File: src/rtl/uart_bus_bridge_pkg.sv
// Shared types and constants for the UART-to-peripheral-bus debug bridge.
package uart_bus_bridge_pkg;

  // Bridge control states.
  typedef enum logic [2:0] {
    CMD   = 3'd0,
    WDATA = 3'd1,
    WR    = 3'd2,
    RD    = 3'd3,
    WAIT  = 3'd4,
    RESP  = 3'd5
  } bridgeState_t;

  localparam int CMD_WRITE_BIT  = 7;
  localparam int BYTES_PER_WORD = 4;

  localparam logic [7:0] DEFAULT_ACK_BYTE = 8'hA5;
  localparam logic [7:0] DEFAULT_ERR_BYTE = 8'hEE;

  // Byte index of the last byte of a word (also the serializer count for a word).
  localparam logic [1:0] WORD_LAST_COUNT = 2'(BYTES_PER_WORD - 1);

  // True when a command byte requests a bus write.
  function automatic logic isWriteCmd(input logic [7:0] cmd);
    return cmd[CMD_WRITE_BIT];
  endfunction

endpackage

File: src/rtl/uart_bus_bridge_resp_shifter.sv
// Response serializer: loads a word (4 bytes) or a single status byte and
// presents it LSB first on a valid/ready byte handshake.
module bridge_resp_shifter
  import uart_bus_bridge_pkg::*;
(
  input  logic        clk,
  input  logic        reset,
  input  logic        load,
  input  logic [31:0] loadData,
  input  logic [1:0]  loadCount,
  output logic [7:0]  outByte,
  output logic        outValid,
  input  logic        outReady,
  output logic        done
);

  logic [31:0] shiftR;
  logic [1:0]  countR;
  logic        validR;
  logic        accept;

  assign accept   = validR & outReady;
  assign outByte  = shiftR[7:0];
  assign outValid = validR;
  // Final byte of the current response is being taken this cycle.
  assign done     = accept & (countR == 2'd0);

  // Load, shift on every accepted byte, drop valid after the last one.
  always_ff @(posedge clk or posedge reset) begin
    if (reset) begin
      shiftR <= 32'h0000_0000;
      countR <= 2'd0;
      validR <= 1'b0;
    end else if (load) begin
      shiftR <= loadData;
      countR <= loadCount;
      validR <= 1'b1;
    end else if (accept) begin
      shiftR <= {8'h00, shiftR[31:8]};
      if (countR == 2'd0) begin
        countR <= 2'd0;
        validR <= 1'b0;
      end else begin
        countR <= countR - 2'd1;
        validR <= 1'b1;
      end
    end else begin
      shiftR <= shiftR;
      countR <= countR;
      validR <= validR;
    end
  end

endmodule

File: src/rtl/uart_bus_bridge.sv
// Debug bus initiator: turns UART command bytes into single-cycle peripheral
// bus reads/writes and returns an ACK, the read word, or an error byte.
module uart_bus_bridge
  import uart_bus_bridge_pkg::*;
#(
  parameter int         ADDR_W   = 2,
  parameter int         TIMEOUT  = 16,
  parameter logic [7:0] ACK_BYTE = DEFAULT_ACK_BYTE,
  parameter logic [7:0] ERR_BYTE = DEFAULT_ERR_BYTE
) (
  input  logic              clk,
  input  logic              reset,
  input  logic [7:0]        rx_byte,
  input  logic              rx_byte_valid,
  output logic              rx_byte_ready,
  output logic [7:0]        tx_byte,
  output logic              tx_byte_valid,
  input  logic              tx_byte_ready,
  output logic              bus_read,
  output logic              bus_write,
  output logic [ADDR_W-1:0] bus_address,
  output logic [31:0]       bus_data_out,
  input  logic              bus_read_valid,
  input  logic [31:0]       bus_data_in
);

  localparam int            TW           = $clog2(TIMEOUT) + 1;
  localparam logic [TW-1:0] TIMEOUT_LAST = TW'(TIMEOUT - 1);
  localparam logic [TW-1:0] TIMEOUT_ONE  = TW'(1);

  bridgeState_t      stateR;
  bridgeState_t      stateNext;
  logic              rxReadyR;
  logic              rxAccept;
  logic [1:0]        byteCountR;
  logic              lastDataByte;
  logic [31:0]       dataR;
  logic [ADDR_W-1:0] addrR;
  logic [31:0]       busDataOutR;
  logic              busReadR;
  logic              busWriteR;
  logic [TW-1:0]     timeoutCountR;
  logic              timeoutExpired;

  logic              readStrobeNext;
  logic              writeStrobeNext;
  logic              loadShifter;
  logic [31:0]       loadData;
  logic [1:0]        loadCount;
  logic              respDone;

  assign rxAccept       = rx_byte_valid & rxReadyR;
  assign lastDataByte   = (byteCountR == WORD_LAST_COUNT);
  assign timeoutExpired = (timeoutCountR == TIMEOUT_LAST);

  assign rx_byte_ready  = rxReadyR;
  assign bus_read       = busReadR;
  assign bus_write      = busWriteR;
  assign bus_address    = addrR;
  assign bus_data_out   = busDataOutR;

  // State register.
  always_ff @(posedge clk or posedge reset) begin
    if (reset) begin
      stateR <= CMD;
    end else begin
      stateR <= stateNext;
    end
  end

  // Next-state, bus strobe requests and response-serializer loads.
  always_comb begin
    stateNext       = stateR;
    readStrobeNext  = 1'b0;
    writeStrobeNext = 1'b0;
    loadShifter     = 1'b0;
    loadData        = 32'h0000_0000;
    loadCount       = 2'd0;
    case (stateR)
      CMD: begin
        if (rxAccept) begin
          if (isWriteCmd(rx_byte)) begin
            stateNext = WDATA;
          end else begin
            stateNext      = RD;
            readStrobeNext = 1'b1;
          end
        end else begin
          stateNext = CMD;
        end
      end
      WDATA: begin
        // Strobe is raised on the same edge that takes the 4th data byte.
        if (rxAccept && lastDataByte) begin
          stateNext       = WR;
          writeStrobeNext = 1'b1;
        end else begin
          stateNext = WDATA;
        end
      end
      WR: begin
        loadShifter = 1'b1;
        loadData    = {24'h00_0000, ACK_BYTE};
        loadCount   = 2'd0;
        stateNext   = RESP;
      end
      RD: begin
        stateNext = WAIT;
      end
      WAIT: begin
        // Read data takes priority over a timeout in the same cycle.
        if (bus_read_valid) begin
          loadShifter = 1'b1;
          loadData    = bus_data_in;
          loadCount   = WORD_LAST_COUNT;
          stateNext   = RESP;
        end else if (timeoutExpired) begin
          loadShifter = 1'b1;
          loadData    = {24'h00_0000, ERR_BYTE};
          loadCount   = 2'd0;
          stateNext   = RESP;
        end else begin
          stateNext = WAIT;
        end
      end
      RESP: begin
        if (respDone) begin
          stateNext = CMD;
        end else begin
          stateNext = RESP;
        end
      end
      default: begin
        stateNext = CMD;
      end
    endcase
  end

  // Registered handshake ready and single-cycle bus strobes.
  always_ff @(posedge clk or posedge reset) begin
    if (reset) begin
      rxReadyR  <= 1'b0;
      busReadR  <= 1'b0;
      busWriteR <= 1'b0;
    end else begin
      rxReadyR  <= (stateNext == CMD) || (stateNext == WDATA);
      busReadR  <= readStrobeNext;
      busWriteR <= writeStrobeNext;
    end
  end

  // Command address capture; bus_address holds between transactions.
  always_ff @(posedge clk or posedge reset) begin
    if (reset) begin
      addrR <= '0;
    end else if ((stateR == CMD) && rxAccept) begin
      addrR <= rx_byte[ADDR_W-1:0];
    end else begin
      addrR <= addrR;
    end
  end

  // Write-data byte counter: restarts at each command, counts accepted data bytes.
  always_ff @(posedge clk or posedge reset) begin
    if (reset) begin
      byteCountR <= 2'd0;
    end else if ((stateR == CMD) && rxAccept) begin
      byteCountR <= 2'd0;
    end else if ((stateR == WDATA) && rxAccept) begin
      byteCountR <= byteCountR + 2'd1;
    end else begin
      byteCountR <= byteCountR;
    end
  end

  // Little-endian data assembly; bus_data_out only changes when the word completes.
  always_ff @(posedge clk or posedge reset) begin
    if (reset) begin
      dataR       <= 32'h0000_0000;
      busDataOutR <= 32'h0000_0000;
    end else if ((stateR == WDATA) && rxAccept) begin
      dataR <= {rx_byte, dataR[31:8]};
      if (lastDataByte) begin
        busDataOutR <= {rx_byte, dataR[31:8]};
      end else begin
        busDataOutR <= busDataOutR;
      end
    end else begin
      dataR       <= dataR;
      busDataOutR <= busDataOutR;
    end
  end

  // Read timeout counter: cleared while strobing, saturating count while waiting.
  always_ff @(posedge clk or posedge reset) begin
    if (reset) begin
      timeoutCountR <= '0;
    end else if (stateR == RD) begin
      timeoutCountR <= '0;
    end else if ((stateR == WAIT) && !timeoutExpired) begin
      timeoutCountR <= timeoutCountR + TIMEOUT_ONE;
    end else begin
      timeoutCountR <= timeoutCountR;
    end
  end

  bridge_resp_shifter uRespShifter (
    .clk       (clk),
    .reset     (reset),
    .load      (loadShifter),
    .loadData  (loadData),
    .loadCount (loadCount),
    .outByte   (tx_byte),
    .outValid  (tx_byte_valid),
    .outReady  (tx_byte_ready),
    .done      (respDone)
  );

endmodule

File: config.mk
export PLATFORM = sky130hd
export DESIGN_NAME = uart_bus_bridge
export DESIGN_NICKNAME = d
export VERILOG_FILES = /design/src/rtl/uart_bus_bridge_pkg.sv /design/src/rtl/uart_bus_bridge_resp_shifter.sv /design/src/rtl/uart_bus_bridge.sv
export SDC_FILE = /design/constraint.sdc
export NUM_CORES = 1
export LEC_CHECK = 0
export CORE_UTILIZATION = 45
export DETAILED_ROUTE_END_ITERATION = 10
export MAX_ROUTING_LAYER = met4
export PLACE_DENSITY = 0.71
export SYNTH_ARGS = -nofsm -noshare
export SYNTH_HDL_FRONTEND = slang
export SYNTH_SLANG_ARGS = --single-unit
File: constraint.sdc
create_clock -name clk -period 4.1 [get_ports clk]
set_input_delay 0.82 -clock clk [delete_from_list [all_inputs] [get_ports clk]]
set_output_delay 0.82 -clock clk [all_outputs]
set_load 0.1 [all_outputs]
======== After elaboration in Yosys (flattened, before gate mapping) ========
Cells that the tools add are included.
Widths: inputs -> output; s select.
storage, ports and cells
  logic and storage cells ................. 71
  output and inout bits ................... 46
  register bits ........................... 114
cells by class
  mux-type cells .......................... 32
  bitwise logic cells ..................... 3
  eq/ne operators ......................... 8
  add/subtract/negate cells ............... 3
  reduce and logical (&&, ||, !) cells .... 13
operators by type and width
  operator             count
  $mux 32              3
  $pmux 32 s2          1
  $mux 2               9
  $pmux 3 s6           1
  $mux 1               12
  $mux 5               2
  $mux 8               1
  $eq 3x1->1 const B   2
  $eq 3x2->1 const B   2
  $eq 3x3->1 const B   2
  $logic_not 3->1      2
  $mux 3               2
  $reduce_bool 2->1    3
  $add 5x1->5 const B  1
  $eq 5x4->1 const B   1
  $logic_and 1x1->1    4
  $and 1x1->1          3
  $add 2x1->2 const B  1
  $eq 2x2->1 const B   1
  $logic_not 2->1      1
  $pmux 1 s2           1
  $reduce_and 2->1     1
  $sub 2x1->2 const B  1
  $logic_not 1->1      1
  $logic_or 1x1->1     1

======== Depth between registers and ports, before layout ========
Gate-level depths: netlist of the first run.
  word-level depth ........................ 6
  gate-level depth with buffers ........... 8

======== By module ========
Synthesis of the first run repeated with hierarchy kept, for this count alone.
second synthesis, totals
  cell total of the unflattened synthesis .. 408
  area, all modules ....................... 4743.3 sq um
modules (own cells, without submodules)
  module               instances  cells an instance  area each (sq um)  seq. area each (sq um)
  uart_bus_bridge      1          245                3109.2             1776.7
  bridge_resp_shifter  1          163                1634.1             875.8

======== Worst setup path before layout of the first run ========
Ideal clock, no wire load.
  path kind ............................... reg2reg
  from .................................... reg rxReadyR, in the netlist rx_byte_ready
  to ...................................... reg busDataOutR[27], in the netlist bus_data_out[27]
  arrival time ............................ 2320 ps
  clock period less this slack ............ 2445 ps
  stages on the path, launching flop included .. 7
  path slack .............................. 1655 ps
  path buffers ............................ 1
  cell sequence ........................... dfrtp_1 nand2_1 nor4_4 nand2_1 buf_2 inv_2 mux2_2
on the way
  word-level cells in the longest chain between the ends .. 3
ends and longest elaborated chain
  element                     line                    text
  start, declared             uart_bus_bridge.sv:33   logic rxReadyR;
  start signal, assigned      uart_bus_bridge.sv:146  rxReadyR <= (stateNext == CMD) || (stateNext == WDATA);
  $and 1x1->1                 uart_bus_bridge.sv:52   assign rxAccept = rx_byte_valid & rxReadyR;
  $logic_and 1x1->1           uart_bus_bridge.sv:181  end else if ((stateR == WDATA) && rxAccept) begin
  $reduce_and 2->1 (no line)  n/a
  end signal, assigned        uart_bus_bridge.sv:184  busDataOutR <= {rx_byte, dataR[31:8]};
  end signal, assigned        uart_bus_bridge.sv:186  busDataOutR <= busDataOutR;
  end signal, assigned        uart_bus_bridge.sv:190  busDataOutR <= busDataOutR;
  end, declared               uart_bus_bridge.sv:39   logic [31:0] busDataOutR;
No other way between the ends.
A chain may end at the register's enable or synchronous reset.

======== Worst setup path in the final report of the first run ========
  from .................................... reg stateR[0]
  to ...................................... reg busDataOutR[7], in the netlist bus_data_out[7]
on the way
  word-level cells in the longest chain between the ends .. 3
ends and longest elaborated chain
  element                     line                    text
  start, declared             uart_bus_bridge.sv:31   bridgeState_t stateR;
  start signal, assigned      uart_bus_bridge.sv:67   stateR <= stateNext;
  $eq 3x1->1                  uart_bus_bridge.sv:181
  $logic_and 1x1->1           uart_bus_bridge.sv:181
  $reduce_and 2->1 (no line)  n/a
No other way between the ends.

==> results.json, run 1 <==
{
  "drt-initial-drc-count": 131,
  "worstHoldStart": "bus_address[1]",
  "cts_buffers": 9,
  "grt_max_degree": 46,
  "initial_core_util_pct": 47.3,
  "grt_antenna_before_repair": 0,
  "grt_pass1_wl_um": 14900,
  "slew_headroom_pct": 28.5,
  "synth.largest_area_cell": "dfrtp_1",
  "rr_worst_depth": 5,
  "hp-class": "reg -> reg",
  "synthFlopType": "dfrtp_1",
  "drc": 0,
  "cts_tree": "built",
  "row_count": 35,
  "cts_max_path_buffers": 2,
  "reg2reg_from": "stateR[0]",
  "synth_edf_count": 0,
  "syn_to_final_growth_pct": 27.1,
  "core_um2": 9420,
  "gp_congestion": 0.807,
  "clock-sinks": 106,
  "r2r_slack_ns": 1.20,
  "post-route-util_pct": 60.1,
  "grt_usage_pct": 19.5,
  "syn_nets": 402,
  "hpwl_um": 6360,
  "endpoint_kind": "flip-flop",
  "fin_worst_skew_ns": 0.0141,
  "critPathKind": "reg -> reg",
  "synth_area_um2": 4450,
  "drt-vias-per-instance": 5.39,
  "reg2reg_to": "bus_data_out[7]",
  "netlist.area_leader.share_pct": 59.6,
  "setup_viol_count_final": 0,
  "hold_viol": 0,
  "netlist_top_cells_area": "dfrtp_1, mux2_2, a2bb2oi_1",
  "drv_cap": 0,
  "syn_area_per_cell_um2": 12.6,
  "postCtsSetupBuffers": 0,
  "via_count": 3068,
  "finalSetupTns_ns": 0,
  "boundaryPins": 91,
  "cp-start-kind": "flip-flop",
  "required_ns": 4.35,
  "diodes": 0,
  "gr-total-overflow": 0,
  "firstDrtPassIters": 4,
  "hold_end": "bus_address[1]",
  "cts_htree_levels": 3,
  "cts_resized": 0,
  "die-area_um2": 10300,
  "period_share_pct": 70.7,
  "synthArstFlopShare_pct": 100,
  "drt-total-wl_um": 9130,
  "drt-wirelength-per-cell_um": 16.1,
  "cts_root_buf": "clkbuf_8",
  "crit_fanout": 34,
  "worstPathArrival_ns": 3.15,
  "yosysSeqAreaShare_pct": 59.6,
  "synth-seq-cells": 106,
  "ant_nets": 0,
  "layout-drive-gt1-share_pct": 19.8,
  "io_buffers": 90,
  "status": "finished clean",
  "max_freq_mhz": 345,
  "synth_warnings": 0,
  "grt_pass1_vias": 3001,
  "cts_hold_buffers": 0,
  "ys_types": 40,
  "tightestPinTransition_ns": 1.07,
  "slew_violations": 0,
  "period_minus_slack_ns": 2.90,
  "die_height_um": 101,
  "die_w_um": 101,
  "hold-path-cell-count": 2,
  "rsz0062_at_grt": "false",
  "insertion_delay_ns": 0.36,
  "fin_nets": 483,
  "postSynthCellCount": 354,
  "cts.clk_slew.worst_paths_ns": 0.10
}
## cells in the mapped netlist, drive strengths merged (2+ instances only)
cell / count
a211oi: 2
a21oi: 10
a22o: 8
a22oi: 2
a2bb2oi: 20
and2: 4
buf: 19
clkbuf: 8
dfrtp: 106
ha: 3
inv: 4
mux2: 58
nand2: 32
nand2b: 3
nor2: 16
nor2b: 4
nor3: 2
nor3b: 2
nor4: 3
o21ai: 11
o22ai: 22
o2bb2ai: 2
## worst max-delay path, cell delays in order (launching register included)
cell	delay (ns)
dfrtp_1	1.06
inv_2	0.28
nor4_4	0.35
nand2_1	0.42
buf_4	0.38
mux2_2	0.29
## state kept, by name (all words and copies together) (netlist names)
register / count
bus_address: 2
bus_data_out: 32
bus_read: 1
bus_write: 1
byteCountR: 2
dataR: 24
rx_byte_ready: 1
stateR: 3
timeoutCountR: 5
uRespShifter.countR: 2
uRespShifter.outValid: 1
uRespShifter.shiftR: 32
## metrics by stage
step | setup WS [ns] | hold slack (ns) | instances | area, um2
floorplan | 0.491 | 0.457 | 354 | 4450
global placement | 1.29 | 0.464 | 553 | 5440
detailed placement | 1.22 | 0.472 | 553 | 5440
CTS | 1.21 | 0.494 | 569 | 5660
global route | 0.947 | 0.509 | 569 | 5660
finish | 1.20 | 0.494 | 569 | 5660
## cell type report
class,count,area [um2]
repair buffers,97,953
fillers,766,3750
inverters,4,17.5
clock buffers,10,128
clock inverters,6,90.1
multi-input cells,217,1660
well taps,129,161
flip-flops and latches,106,2650
## layer usage
layer | GRT usage, % | vias to the layer above | part of all wire [%]
li1 | - | 1448 | -
met1 | 27.5 | 1535 | 48
met3 | 2.48 | 14 | 2.8
met2 | 28.8 | 71 | 47
met5 | - | - | 0
met4 | 7.80 | 0 | 1.8
## placed cells by master, fill, tap and decap left out, types with 2 or more instances in the layout
cell type / Yosys / routed
a22o_1: 8 / 8
ha_1: 3 / 3
a22oi_1: 2 / 2
clkbuf_8: 0 / 9
clkinv_2: 0 / 2
nor2b_1: 4 / 4
mux2_2: 58 / 58
nor2_1: 16 / 16
clkdlybuf4s50_1: 0 / 90
nor3_1: 2 / 2
o22ai_1: 22 / 22
nor4_1: 2 / 2
a2bb2oi_1: 20 / 20
o21ai_0: 11 / 10
nand2_1: 32 / 32
and2_1: 4 / 4
nor3b_1: 2 / 2
o2bb2ai_1: 2 / 2
a21oi_1: 9 / 9
nand2b_1: 3 / 3
inv_2: 2 / 2
buf_4: 8 / 7
a211oi_1: 2 / 2
bufinv_16: 0 / 2
dfrtp_1: 106 / 106
## worst max-delay path by stage
| stage | from | to |
|---|---|---|
| 6_report | stateR[0] | bus_data_out[7] |
| 5_1_grt | stateR[0] | bus_data_out[7] |
| 4_1_cts | stateR[0] | bus_data_out[2] |
| 3_5_place_dp | stateR[0] | bus_data_out[7] |
| 3_3_place_gp | rx_byte_valid | bus_data_out[16] |
| 2_1_floorplan | reset | bus_address[0] |
## cells by family after synthesis
group                    after synthesis  share of synthesized area, %
XOR/XNOR                               1                         0.197
flip-flops                           106                          59.6
AO/OA/AOI/OAI                         82                          13.1
adder cells (fa/ha/maj)                3                         0.843
multiplexers                          59                          14.9
buffers and inverters                 31                          3.54
AND/OR/NAND/NOR                       72                          7.90
Power of run 1 is left out: the tool's default activity adds up to more than one toggle a clock period on the data nets, which glitch-free logic cannot reach.
==> run 2: changes to the inputs <==
clock period = 2.7 ns   (was 4.1 ns; I/O delays follow)
==> run 2 against run 1 <==
Sequential cell count unchanged. Hold slack improved by 0.0027 ns. Die area unchanged. Clock skew increased by 0.0068 ns. Global-route usage increased by 0.26 points. First-iteration DRC count decreased by 18%. Critical endpoint is now uRespShifter.shiftR[25].
==> results.json, run 2 (synthesis gave the netlist of run 1 again) <==
{
  "status": "finished clean",
  "layout-drive-gt1-share_pct": 30.9,
  "drt-vias-per-instance": 5.26,
  "firstDrtPassIters": 4,
  "grt_usage_pct": 19.8,
  "grt_antenna_before_repair": 0,
  "max_freq_mhz": 452,
  "drt-wirelength-per-cell_um": 16.1,
  "hold_viol": 0,
  "cts_root_buf": "clkbuf_8",
  "path_cells": "ha_1 -> and3_1 -> ha_1 -> nor2_1 -> o21ai_0 -> a21oi_2 -> a22o_1",
  "cpMaxStageDelayCell": "a21oi_2",
  "die_w_um": 101,
  "cts_htree_levels": 3,
  "gr-total-overflow": 0,
  "finalWorstSetupSlack_ns": 0.485,
  "grt_max_degree": 107,
  "required_ns": 3.02,
  "cts_hold_buffers": 0,
  "insertion_delay_ns": 0.38,
  "fin_nets": 486,
  "hpwl_um": 6320,
  "row_count": 35,
  "period_share_pct": 82.0,
  "post-route-util_pct": 59.0,
  "ant_nets": 0,
  "via_count": 3008,
  "final_common_cell": "dfrtp_1",
  "initial_core_util_pct": 47.3,
  "worstPathArrival_ns": 2.53,
  "clock-sinks": 106,
  "cts_max_path_buffers": 2,
  "fin_cells": 572,
  "boundaryPins": 91,
  "slowest_delay_ns": 0.48,
  "setup_viol_count_final": 0,
  "grt_pass1_vias": 3050,
  "hp-class": "reg -> reg",
  "tightestPinTransition_ns": 0.584,
  "slew_headroom_pct": 60.7,
  "io_buffers": 90,
  "cp-start-kind": "flip-flop",
  "crit_fanout": 10,
  "core_um2": 9420,
  "cpMostUsedCell": "ha_1",
  "postCtsSetupBuffers": 0,
  "fin_worst_skew_ns": 0.0209,
  "dp_slack_ns": 0.445,
  "cts_resized": 0,
  "period_minus_slack_ns": 2.21,
  "cts_buffers": 9,
  "drc": 0,
  "slew_violations": 0,
  "cts_tree": "built",
  "drv_cap": 0,
  "drt-initial-drc-count": 107,
  "syn_to_final_growth_pct": 24.8,
  "die-area_um2": 10300,
  "cts.clk_slew.worst_paths_ns": 0.10,
  "diodes": 0,
  "nFillCells": 784,
  "die_height_um": 101,
  "mostFrequentLayoutCells": "dfrtp_1, mux2_2, buf_4, clkdlybuf4s50_1, nand2_1",
  "gp_congestion": 0.759,
  "dpl.cell_count": 556,
  "drt-total-wl_um": 9190,
  "endpoint_kind": "flip-flop",
  "rsz0062_at_grt": "false",
  "grt_pass1_wl_um": 15000,
  "critPathKind": "reg -> reg",
  "finalSetupTns_ns": 0
}
run 2: metal layers:
metal  vias to the layer above  track usage (%)  part of all wire [%]
met3                        18             3.93                   3.3
met1                      1471             26.5                    48
met4                         0             7.92                   2.3
met5                         -                -                     0
li1                       1448                -                     -
met2                        71             29.7                    47
run 2: final timing paths:
path	startpoint	endpoint	slack [ns]	cells after the start
worst min register to register	bus_address[1]	bus_address[1]	0.50	2
worst min-delay path	bus_address[1]	bus_address[1]	0.50	2
min in group asynchronous	reset	dataR[9]	0.63	3
max in group asynchronous	reset	bus_data_out[2]	1.60	3
worst max-delay path	timeoutCountR[0]	uRespShifter.shiftR[25]	0.49	7
worst max register to register	timeoutCountR[0]	uRespShifter.shiftR[25]	0.49	7
run 2: layout make-up:
class                   instances  area (um2)  share of cell area [%]
repair buffers                100         873                    15.7
clock buffers                   9         124                    2.23
flip-flops and latches        106        2650                    47.7
inverters                       4        18.8                   0.338
well taps                     129         161                    2.90
clock inverters                 7        70.1                    1.26
multi-input cells             217        1660                    29.8
run 2: worst max-delay path: cells and delay by family (launching register included):
| kind | cells | cell delay (ns) |
|---|---|---|
| AOI/OAI and AO/OA | 3 | 0.90 |
| adders and majority gates | 2 | 0.47 |
| DFF | 1 | 0.44 |
| and+or+nand+nor | 2 | 0.36 |
run 2: through the flow:
step	hold slack [ns]	instance area [um2]
5_1_grt	0.530	5560
2_1_floorplan	0.457	4460
3_3_place_gp	0.485	5360
3_5_place_dp	0.479	5360
4_1_cts	0.505	5560
6_report	0.497	5560
Power of run 2 is left out for the same reason.
==> run 3: changes to the inputs <==
PLACE_DENSITY = 0.74   (was 0.71)
clock period = 1.8 ns   (was 2.7 ns; I/O delays follow)
==> run 3 against run 2 <==
The run now ends with negative setup slack left. Global-route usage is 1.4 points higher. Clock skew is 0.010 ns lower. Register-to-register slack worse by 0.53 ns. First-iteration DRC count is 51% higher. Die area stayed put. Fmax is 20% higher. Sequential share of layout area is 7.6 points lower. Count of clock-buffer cells in the layout is 1 higher. Setup slack worse by 0.53 ns. Non-clock buffer count is 26 higher.
==> results.json, run 3 (synthesis gave the netlist of run 1 again) <==
{
  "grt_usage_pct": 21.1,
  "gp_congestion": 0.826,
  "cts_max_path_buffers": 2,
  "insertion_delay_ns": 0.36,
  "period_share_pct": 102,
  "rsz0062_at_grt": "true",
  "grt_antenna_before_repair": 0,
  "clkPwrFrac_pct": 10.2,
  "failed_checks": "negative setup slack",
  "grt_pass1_vias": 3358,
  "hp-class": "in -> async",
  "critPathKind": "reg -> reg",
  "cts_root_buf": "clkbuf_8",
  "holdWs_ns": 0.445,
  "grt_pass1_wl_um": 16200,
  "cts_tree": "built",
  "firstDrtPassIters": 5,
  "seq_area_um2": 2660,
  "max_freq_mhz": 542,
  "netSwitchingPower_mw": 6.11,
  "finalWorstSetupSlack_ns": -0.0435,
  "sw_frac_of_total_pct": 45.5,
  "p_leak_nw": 2.88,
  "final_common_cell": "dfrtp_1",
  "slew_headroom_pct": 67.6,
  "setup_viol_count_final": 6,
  "status": "complete, but fails checks",
  "vdd_ir_drop_max_v": 0.000978,
  "drt-total-wl_um": 9600,
  "via_count": 3227,
  "boundaryPins": 91,
  "clock-sinks": 106,
  "post-route-util_pct": 70.4,
  "cts_buffers": 9,
  "hold_viol": 0,
  "combPwrFrac_pct": 57.5,
  "cts_hold_buffers": 0,
  "fin_worst_skew_ns": 0.0107,
  "die_w_um": 101,
  "die-area_um2": 10300,
  "period_minus_slack_ns": 1.84,
  "grt_max_degree": 69,
  "slew_violations": 0,
  "crit_fanout": 4,
  "drv_cap": 0,
  "endpoint_kind": "flip-flop",
  "ant_nets": 0,
  "cts_htree_levels": 3,
  "tightestPinTransition_ns": 0.486,
  "fin_nets": 512,
  "mostFrequentLayoutCells": "dfrtp_1, mux2_2, buf_12, clkdlybuf4s50_1, nand2_1",
  "gr-total-overflow": 0,
  "intPower_mw": 7.32,
  "power_frac_seq_pct": 32.3,
  "multi_input_area_um2": 1860,
  "nFillCells": 622,
  "required_ns": 2.05,
  "drt-wirelength-per-cell_um": 16.0,
  "cp-start-kind": "flip-flop",
  "cts.clk_slew.worst_paths_ns": 0.10,
  "die_height_um": 101,
  "drc": 0,
  "power_density_nw_per_um2": 2030,
  "layout-drive-gt1-share_pct": 41.6,
  "io_buffers": 90,
  "syn_to_final_growth_pct": 48.7,
  "core_um2": 9420,
  "drt-initial-drc-count": 162,
  "worstPathArrival_ns": 2.09,
  "drt-vias-per-instance": 5.40,
  "row_count": 35,
  "hpwl_um": 6880,
  "diodes": 0,
  "initial_core_util_pct": 47.3
}
[run 3: changes by cell type in the layout (fill, tap and decap cells not counted), sizes merged]
| cell | previous run | this run |
|---|---|---|
| clkinvlp | 4 | 1 |
| buf | 56 | 82 |
| inv | 6 | 4 |
| clkinv | 1 | 5 |
| clkbuf | 9 | 10 |
[run 3: path summary, 6_finish.rpt]
path	startpoint	to	slack [ns]	cells after the start
max reg2reg	timeoutCountR[0]	uRespShifter.shiftR[0]	-0.04	7
max	timeoutCountR[0]	uRespShifter.shiftR[0]	-0.04	7
min reg2reg	dataR[15]	bus_data_out[7]	0.51	1
max in group asynchronous	reset	uRespShifter.outValid	0.93	3
min in group clk	dataR[15]	bus_data_out[7]	0.51	1
min	reset	bus_data_out[8]	0.44	3
[run 3: cell type report]
type                       instances  area share [%]
sequential                       106            40.1
multi-input combinational        217            28.1
timing repair buffer             126            26.1
tap                              129            2.44
clock buffer                      10            2.08
clock inverter                     6           0.774
inverter                           4           0.359
[run 3: power by group through the flow]
stage	logic (mW)	registers (mW)	clock network, mW
5_1_grt	8.06	4.48	1.52
3_5_place_dp	7.35	4.34	0
3_3_place_gp	7.22	4.28	0
6_report	7.72	4.34	1.37
2_1_floorplan	2.87	6.06	0
4_1_cts	7.63	4.32	1.41
[run 3: repair_timing]
item / 4_1_cts / 5_1_grt
gates resized for setup: 27 / 11
setup buffers: 1 / 1
cloned: 1 / 0
pin swaps: 4 / 4
endpoints found under the setup margin: 35 / 38
[run 3: critical path, cell delays in order, from the launching register on]
cell,delay (ns)
dfrtp_1,0.38
ha_2,0.19
and3_4,0.19
ha_4,0.16
nor2_4,0.05
o21a_4,0.21
o21ai_4,0.22
mux2_4,0.33
[run 3: routing by layer]
| metal | vias to the layer above | global-route usage (%) | part of all wire, % |
|---|---|---|---|
| li1 | 1502 | - | - |
| met1 | 1604 | 25.7 | 42 |
| met2 | 94 | 34.0 | 50 |
| met3 | 27 | 4.42 | 4.0 |
| met4 | 0 | 9.59 | 3.2 |
| met5 | - | - | 0 |
[run 3: stage by stage]
step	TNS (ns)	total power [mW]	area (um2)	worst slack [ns]	cells
finish	-0.0803	13.4	6620	-0.0435	598
global route	-1.79	14.1	6620	-0.0962	598
CTS	-0.495	13.4	6560	-0.0647	597
detailed placement	-13.35	11.7	6210	-0.204	579
global placement	-11.92	11.5	6210	-0.177	579
floorplan	-8.60	8.93	4490	-0.246	354
Power figures use the tool's default switching activity.
